===== src/rtl/rf_writeback_queue.sv =====
// In-order writeback queue in front of the register file write port.
// Accepts one ALU or load writeback per cycle (load wins), drains one write per cycle.
module rf_writeback_queue #(
  parameter int DEPTH  = 4,
  parameter int DATA_W = 32,
  parameter int ADDR_W = 5
) (
  input  logic                     clk,
  input  logic                     reset,
  input  logic                     alu_valid,
  input  logic [ADDR_W-1:0]        alu_reg,
  input  logic [DATA_W-1:0]        alu_data,
  output logic                     alu_ready,
  input  logic                     mem_valid,
  input  logic [ADDR_W-1:0]        mem_reg,
  input  logic [DATA_W-1:0]        mem_data,
  output logic                     mem_ready,
  input  logic                     wb_stall,
  output logic                     regWrite,
  output logic [ADDR_W-1:0]        write_reg,
  output logic [DATA_W-1:0]        write_data,
  input  logic [ADDR_W-1:0]        fwd_reg,
  output logic                     fwd_hit,
  output logic [DATA_W-1:0]        fwd_data,
  output logic [$clog2(DEPTH):0]   count
);

  localparam int PW = $clog2(DEPTH);
  localparam int CW = PW + 1;

  logic [ADDR_W-1:0] regs_q [DEPTH];
  logic [DATA_W-1:0] data_q [DEPTH];
  logic [PW-1:0]     head;
  logic [PW-1:0]     tail;
  logic [PW-1:0]     idx;

  logic              full;
  logic              push;
  logic              pop;
  logic [ADDR_W-1:0] in_reg;
  logic [DATA_W-1:0] in_data;

  always_comb begin
    full      = (count == CW'(DEPTH));
    mem_ready = !full;
    alu_ready = !full && !mem_valid;
    in_reg    = alu_reg;
    in_data   = alu_data;
    push      = 1'b0;
    // Register-0 requests are handshaken but never stored.
    if (mem_valid && mem_ready) begin
      in_reg  = mem_reg;
      in_data = mem_data;
      push    = (mem_reg != '0);
    end else if (alu_valid && alu_ready) begin
      push    = (alu_reg != '0);
    end
    pop = (count != '0) && !wb_stall;
  end

  always_ff @(posedge clk) begin
    if (push) begin
      regs_q[tail] <= in_reg;
      data_q[tail] <= in_data;
    end
  end

  always_ff @(posedge clk) begin
    if (reset) begin
      head       <= '0;
      tail       <= '0;
      count      <= '0;
      regWrite   <= 1'b0;
      write_reg  <= '0;
      write_data <= '0;
    end else begin
      if (push) tail <= tail + PW'(1);
      if (pop) begin
        write_reg  <= regs_q[head];
        write_data <= data_q[head];
        head       <= head + PW'(1);
        regWrite   <= 1'b1;
      end else begin
        regWrite   <= 1'b0;
      end
      case ({push, pop})
        2'b10:   count <= count + CW'(1);
        2'b01:   count <= count - CW'(1);
        default: count <= count;
      endcase
    end
  end

  // Scan oldest to youngest so the youngest match is the one left standing.
  always_comb begin
    fwd_hit  = 1'b0;
    fwd_data = '0;
    idx      = head;
    for (int unsigned i = 0; i < DEPTH; i++) begin
      idx = head + PW'(i);
      if ((CW'(i) < count) && (fwd_reg != '0) && (regs_q[idx] == fwd_reg)) begin
        fwd_hit  = 1'b1;
        fwd_data = data_q[idx];
      end
    end
  end

endmodule


===== config.mk =====
export PLATFORM = sky130hd
export DESIGN_NAME = rf_writeback_queue
export DESIGN_NICKNAME = d
export VERILOG_FILES = /design/src/rtl/rf_writeback_queue.sv
export SDC_FILE = /design/constraint.sdc
export NUM_CORES = 1
export LEC_CHECK = 0
export ABC_CLOCK_PERIOD_IN_PS = 4050
export BUFFER_PORTS_ARGS = -buffer_cell sky130_fd_sc_hd__buf_2
export CAP_MARGIN = 20
export CORE_MARGIN = 1
export CORE_UTILIZATION = 60
export CTS_BUF_LIST = sky130_fd_sc_hd__clkbuf_4
export DETAILED_ROUTE_END_ITERATION = 12
export PLACE_DENSITY = 0.83
export SLEW_MARGIN = 20
export SYNTH_ARGS = -nofsm -noshare
export SYNTH_HDL_FRONTEND = slang
export SYNTH_SLANG_ARGS = --single-unit

===== constraint.sdc =====
create_clock -name clk -period 4.05 [get_ports clk]
set_input_delay 0.405 -clock clk [delete_from_list [all_inputs] [get_ports clk]]
set_output_delay 0.405 -clock clk [all_outputs]
set_load 0.02 [all_outputs]

Yosys cells after proc, flatten, opt, wreduce, memory -nomap -nowiden
Memory sizes are Yosys's and may differ from the RTL's. A register that Yosys moved wholly into a read port is not among the register bits.
Cells that the tools add are included.

word-level totals
  logic and storage cells = 65
  memories = 2
  output and inout port bits = 76
  input port bits = 84
  RAM bits = 148
  flip-flop bits (word level) = 45

memory list
  name    words  bits a word  read ports  clocked after memory_dff  write ports  line  source
  data_q  4      32           4           1                         1            32    logic [DATA_W-1:0] data_q [DEPTH];
  regs_q  4      5            4           1                         1            31    logic [ADDR_W-1:0] regs_q [DEPTH];

operators by class
  mux-type cells = 20
  reductions and logical operators = 20
  $add $sub $neg = 6
  equality and inequality tests = 7
  $lt $le $gt $ge = 4

operators with widths
  kind                 number
  $mux 32              5
  $eq 5x5->1           4
  $reduce_bool 5->1    3
  $logic_and 1x1->1    12
  $mux 1               9
  $mux 2               4
  $lt 1x3->1 const A   2
  $lt 2x3->1 const A   2
  $pmux 3 s2           1
  $mux 5               1
  $add 2x1->2 const B  2
  $add 2x2->2 const B  2
  $add 3x1->3 const B  1
  $eq 3x3->1 const B   1
  $logic_not 1->1      3
  $reduce_bool 3->1    1
  $sub 3x1->3 const B  1
  $eq 2x1->1 const B   1
  $eq 2x2->1 const B   1
  $reduce_bool 2->1    1

Logic depth before layout (Yosys ltp)
  word-level depth = 8
  gate-level depth with buffers = 11
  mapped depth without buffers = 9

Worst setup path before layout
No wires, ideal clock.

  kind = register to register
  start = register count[0]
  end = memory data_q[0][0] (enable)
  period minus slack after synthesis = 2745 ps
  library setup time = 398 ps
  stages on the path, launching flop included = 6
  data required time = 3652 ps
  arrival time = 2348 ps
  path slack = 1305 ps
  buffers on the path = 0
  path through = dfxtp_1 inv_1 ha_1 nand2_1 o311a_1 and2_1

on the way
  longest elaborated chain between the ends = 8
  elaborated cells on any way between the ends = 9
  those cells by class = eq/ne (1); mux (4); reduce/logical (4)

RTL lines
  item                            line  source
  start, declared                 25    output logic [$clog2(DEPTH):0] count
  start signal, assigned          87    2'b10: count <= count + CW'(1);
  start signal, assigned          88    2'b01: count <= count - CW'(1);
  start signal, assigned          89    default: count <= count;
  $eq 3x3->1 *                    44    full = (count == CW'(DEPTH));
  $logic_not 1->1 *               45    mem_ready = !full;
  net mem_ready                   17    output logic mem_ready,
  $logic_and 1x1->1               46    alu_ready = !full && !mem_valid;
  $logic_and 1x1->1               55    end else if (alu_valid && alu_ready) begin
  $mux 1                          55
  $mux 1 *                        51    if (mem_valid && mem_ready) begin
  $mux 1 *                        62    if (push) begin
  $mux 1 (not written as such) *  64    data_q[tail] <= in_data;
  end, declared                   32

The timed path passes the listed nets; every way through them passes the cells marked *.

==> tab_implementation.tex <==
\begin{tabular}{lr}
\hline
Metric & Value \\
\hline
\multicolumn{2}{l}{\textbf{Status}} \\
Result of the run & finished, final reports clean \\
\multicolumn{2}{l}{\textbf{Detailed routing}} \\
First-pass iteration count of the detailed router & 5 \\
Detailed router's first-iteration violation count & 799 \\
Overall via count from detail\_route & 8524 \\
Average routed wire per standard cell & 21.7 um \\
Vias per cell & 6.44 \\
DRC violation count after routing & 0 \\
WL final & 28.7 mm \\
Post-route antenna net violation count & 0 \\
\multicolumn{2}{l}{\textbf{STA}} \\
Number of failing setup endpoints in the final timing report & 0 \\
Achievable clock frequency & 0.259 GHz \\
Slew Limit Headroom & 32.9\% \\
Number of hold violations in the final report & 0 \\
Worst hold slack & 0.174 ns \\
Worst-margin pin slew & 1.01 ns \\
Pins over their slew limit & 0 \\
Worst setup skew after layout & 0.0203 ns \\
Fin crit share & 95.2\% \\
Post-layout minimum cycle time & 3.86 ns \\
Setup repair after global routing missed its margin & false \\
Total negative slack for setup checks & 0 ns \\
\multicolumn{2}{l}{\textbf{Floorplanning}} \\
Number of core rows & 50 \\
Horizontal die dimension & 142 um \\
Vertical die dimension & 142 um \\
Num ports & 160 \\
Area of the core & 19000 sq um \\
Effective utilization at floorplan & 62.1\% \\
Die Footprint & 20200 sq um \\
\multicolumn{2}{l}{\textbf{Critical path}} \\
CP endpoint & fwd\_data[1] \\
Type of the worst setup path & reg2out \\
Crit end category & primary output \\
Worst r2r dst & data\_q[3][31]\$\_DFFE\_PP\_ \\
Arrival @ worst endpoint & 3.45 ns \\
Critical path startpoint category & register \\
Critical-path cell list & mux4\_2 > a211o\_1 > a211o\_1 > buf\_4 > nor3b\_1 > mux2i\_1 > o221ai\_1 > buf\_2 \\
Data required time of the worst path & 3.64 ns \\
R2R Setup Slk & 1.23 ns \\
Max incr delay on CP & 0.56 ns \\
R2R cell count & 6 \\
Critical Path Slowest Stage Cell & sky130\_fd\_sc\_hd\_\_mux4\_2 \\
Crit Path Max Fanout & 17 \\
Most frequent CP cell & sky130\_fd\_sc\_hd\_\_a211o\_1 \\
Reg2reg start & count[0]\$\_SDFFE\_PP0P\_ \\
\multicolumn{2}{l}{\textbf{Synth}} \\
Net count after synthesis & 1028 \\
Cell taking the most area after synthesis & sky130\_fd\_sc\_hd\_\_edfxtp\_1 \\
Post-synth cell types & 38 \\
Async set or reset register ratio after synthesis & 0\% \\
Post-synth top cells & 148 x sky130\_fd\_sc\_hd\_\_edfxtp\_1, 143 x sky130\_fd\_sc\_hd\_\_nand2\_1, 79 x sky130\_fd\_sc\_hd\_\_mux4\_2 \\
Fraction of post-synthesis cell area in the top cell type by area & 37.8\% \\
Synth warn & 0 \\
Post-synthesis instance area & 11800 sq um \\
Count of flip-flops with a built-in enable after synthesis & 148 \\
Post-synthesis cell count & 935 \\
Share of the yosys chip area belonging to registers & 45.8\% \\
Count of state elements after synthesis & 195 \\
Top area cells in the synthesized netlist & sky130\_fd\_sc\_hd\_\_edfxtp\_1 38\%, sky130\_fd\_sc\_hd\_\_mux4\_2 15\%, sky130\_fd\_sc\_hd\_\_dfxtp\_1 8.0\%, sky130\_fd\_sc\_hd\_\_mux2\_2 6.6\%, sky130\_fd\_sc\_hd\_\_mux2i\_1 6.0\% \\
Most used flip-flop cell after synthesis & sky130\_fd\_sc\_hd\_\_edfxtp\_1 \\
Most frequently used cell type in the post-synthesis netlist & sky130\_fd\_sc\_hd\_\_edfxtp\_1 \\
Avg Inst Size Synth & 12.6 sq um \\
\multicolumn{2}{l}{\textbf{Job}} \\
Max Cap Viol & 0 \\
\multicolumn{2}{l}{\textbf{Power and ir drop}} \\
Total net switching power & 2830 uW \\
Cell internal pwr & 4420 uW \\
Part of the total power dissipated in the clock network & 12.7\% \\
Part of the power in registers & 40.9\% \\
LEAKAGE & 0.00428 uW \\
Power density over cell area & 558 nW/um\^{}2 \\
Logic gate share of total power & 46.4\% \\
Switching part of the total power & 39.0\% \\
Worst vdd rail ir drop & 252 uV \\
\multicolumn{2}{l}{\textbf{Clocking}} \\
TritonCTS clock tree & built \\
Number of clock buffers inserted by TritonCTS & 17 \\
Buffer cell driving the clock tree root & sky130\_fd\_sc\_hd\_\_clkbuf\_4 \\
Deepest level of the CTS H-tree & 4 \\
Clock Sinks & 195 \\
Worst-path clk slew & 0.14 ns \\
Hold bufs inserted after CTS & 0 \\
Skew-Pair Late Insertion Delay & 0.58 ns \\
Largest buffer count on any clock path & 2 \\
\multicolumn{2}{l}{\textbf{Global route}} \\
Gr ovfl total & 0 \\
Global-route wire length before repair & 44.5 mm \\
Global-route usage over all layers & 29.2\% \\
Initial antenna violation count & 1 \\
Via count of the first global-routing pass & 8405 \\
Largest net degree at the start of global routing & 89 \\
\multicolumn{2}{l}{\textbf{Layout}} \\
Synthesis-to-finish area growth & 10.4\% \\
Largest register by flop count & data\_q \\
Final-stage net count & 1143 \\
Number of flip-flops under the largest register name & 128 \\
Proportion of layout cells with a drive suffix above 1 & 37.9\% \\
Number of fill cells in the layout & 1380 \\
Registers with the most flip-flops & data\_q: 128 flops, write\_data: 32 flops, regs\_q: 20 flops \\
\multicolumn{2}{l}{\textbf{Place}} \\
Placer's final routability congestion estimate & 0.847 \\
Final HPWL from detailed placement & 18.2 mm \\
Number of buffer cells added on primary ports & 159 \\
\multicolumn{2}{l}{\textbf{Min path}} \\
Worst Hold Class & in2reg \\
\hline
\end{tabular}
[per-stage QoR]
step,setup slack (ns),instances,instance area [sq um],utilization (%),total power (uW)
after floorplan,1.30,935,11800,-,5470
final,0.194,1324,13000,68.6,7250
after global routing,0.00827,1324,13000,68.6,7620
after global placement,0.802,1291,12800,67.3,6260
after CTS,0.111,1323,13000,68.5,7240
after detailed placement,0.772,1291,12800,67.3,6340
[power groups by stage]
stage	clock [uW]	sequential (uW)	combinational [uW]
after floorplan	0	2980	2490
after global placement	0	2970	3290
after detailed placement	0	3000	3340
after CTS	933	2960	3350
after global routing	1020	3020	3590
final	923	2960	3360
[routing by layer]
layer,wire (um),vias up,global-route usage (%)
met1,11200,4231,36.6
met3,1800,72,3.80
li1,-,3850,-
met5,0,-,0
met2,14700,371,50.8
met4,888,0,13.1
[worst max-delay path: cells and delay by family (launching register included)]
family	cells	cell delay [ns]
DFF	1	0.51
buffers and inverters	2	0.51
muxes	2	0.67
and+or+nand+nor	1	0.24
AOI/OAI and AO/OA	3	0.95
[cells by family after synthesis]
kind of cell | count (synthesis) | synth area share [%]
fa+ha+maj | 9 | 0.957
xor+xnor | 24 | 1.79
simple gates | 236 | 9.42
flops | 195 | 45.8
buf+inv | 98 | 3.86
mux | 222 | 28.4
compound gates | 151 | 9.80
[repair_timing]
action                                 CTS  global route
setup endpoints to repair                0             7
endpoints found under the hold margin    0             0
setup buffers                            0             0
resized for setup                        0             2
[cells in the final DEF (no fill, tap or decap), types with 6 or more instances in the layout]
master / instances
sky130_fd_sc_hd__buf_2: 159
sky130_fd_sc_hd__ha_1: 9
sky130_fd_sc_hd__clkinv_1: 6
sky130_fd_sc_hd__dfxtp_1: 43
sky130_fd_sc_hd__mux4_2: 79
sky130_fd_sc_hd__a21oi_1: 43
sky130_fd_sc_hd__clkinv_2: 6
sky130_fd_sc_hd__buf_4: 21
sky130_fd_sc_hd__edfxtp_1: 148
sky130_fd_sc_hd__nand3_1: 30
sky130_fd_sc_hd__mux2i_1: 71
sky130_fd_sc_hd__o21ai_0: 35
sky130_fd_sc_hd__clkbuf_4: 18
sky130_fd_sc_hd__nor2_1: 11
sky130_fd_sc_hd__mux2_2: 69
sky130_fd_sc_hd__o211ai_1: 33
sky130_fd_sc_hd__xnor2_1: 17
sky130_fd_sc_hd__o221ai_2: 25
sky130_fd_sc_hd__nand2_1: 143
sky130_fd_sc_hd__inv_1: 9
sky130_fd_sc_hd__xor2_1: 7
sky130_fd_sc_hd__nor3b_1: 31
[worst min path at each step]
| stage | from | end | cells after the start |
|---|---|---|---|
| after floorplan | tail[1]$_SDFFE_PP0P_ | tail[1]$_SDFFE_PP0P_ | 2 |
| after global placement | write_data[1]$_SDFFE_PP0P_ | write_data[1]$_SDFFE_PP0P_ | 2 |
| after detailed placement | write_data[5]$_SDFFE_PP0P_ | write_data[5]$_SDFFE_PP0P_ | 2 |
| after CTS | mem_data[19] | data_q[1][19]$_DFFE_PP_ | 2 |
| after global routing | alu_data[17] | data_q[1][17]$_DFFE_PP_ | 2 |
| final | alu_data[15] | data_q[2][15]$_DFFE_PP_ | 2 |
[final cells by class]
type	count	area (sq um)	area share, %
diodes	1	2.50	0.0193
clock buffers	18	135	1.04
clock inverters	14	95.1	0.732
inverters	10	37.5	0.289
multi-input cells	642	5980	46.0
flip-flops and latches	195	5400	41.5
well taps	260	325	2.50
repair buffers	184	1020	7.89
No activity file was read; power rests on OpenSTA's default activity.
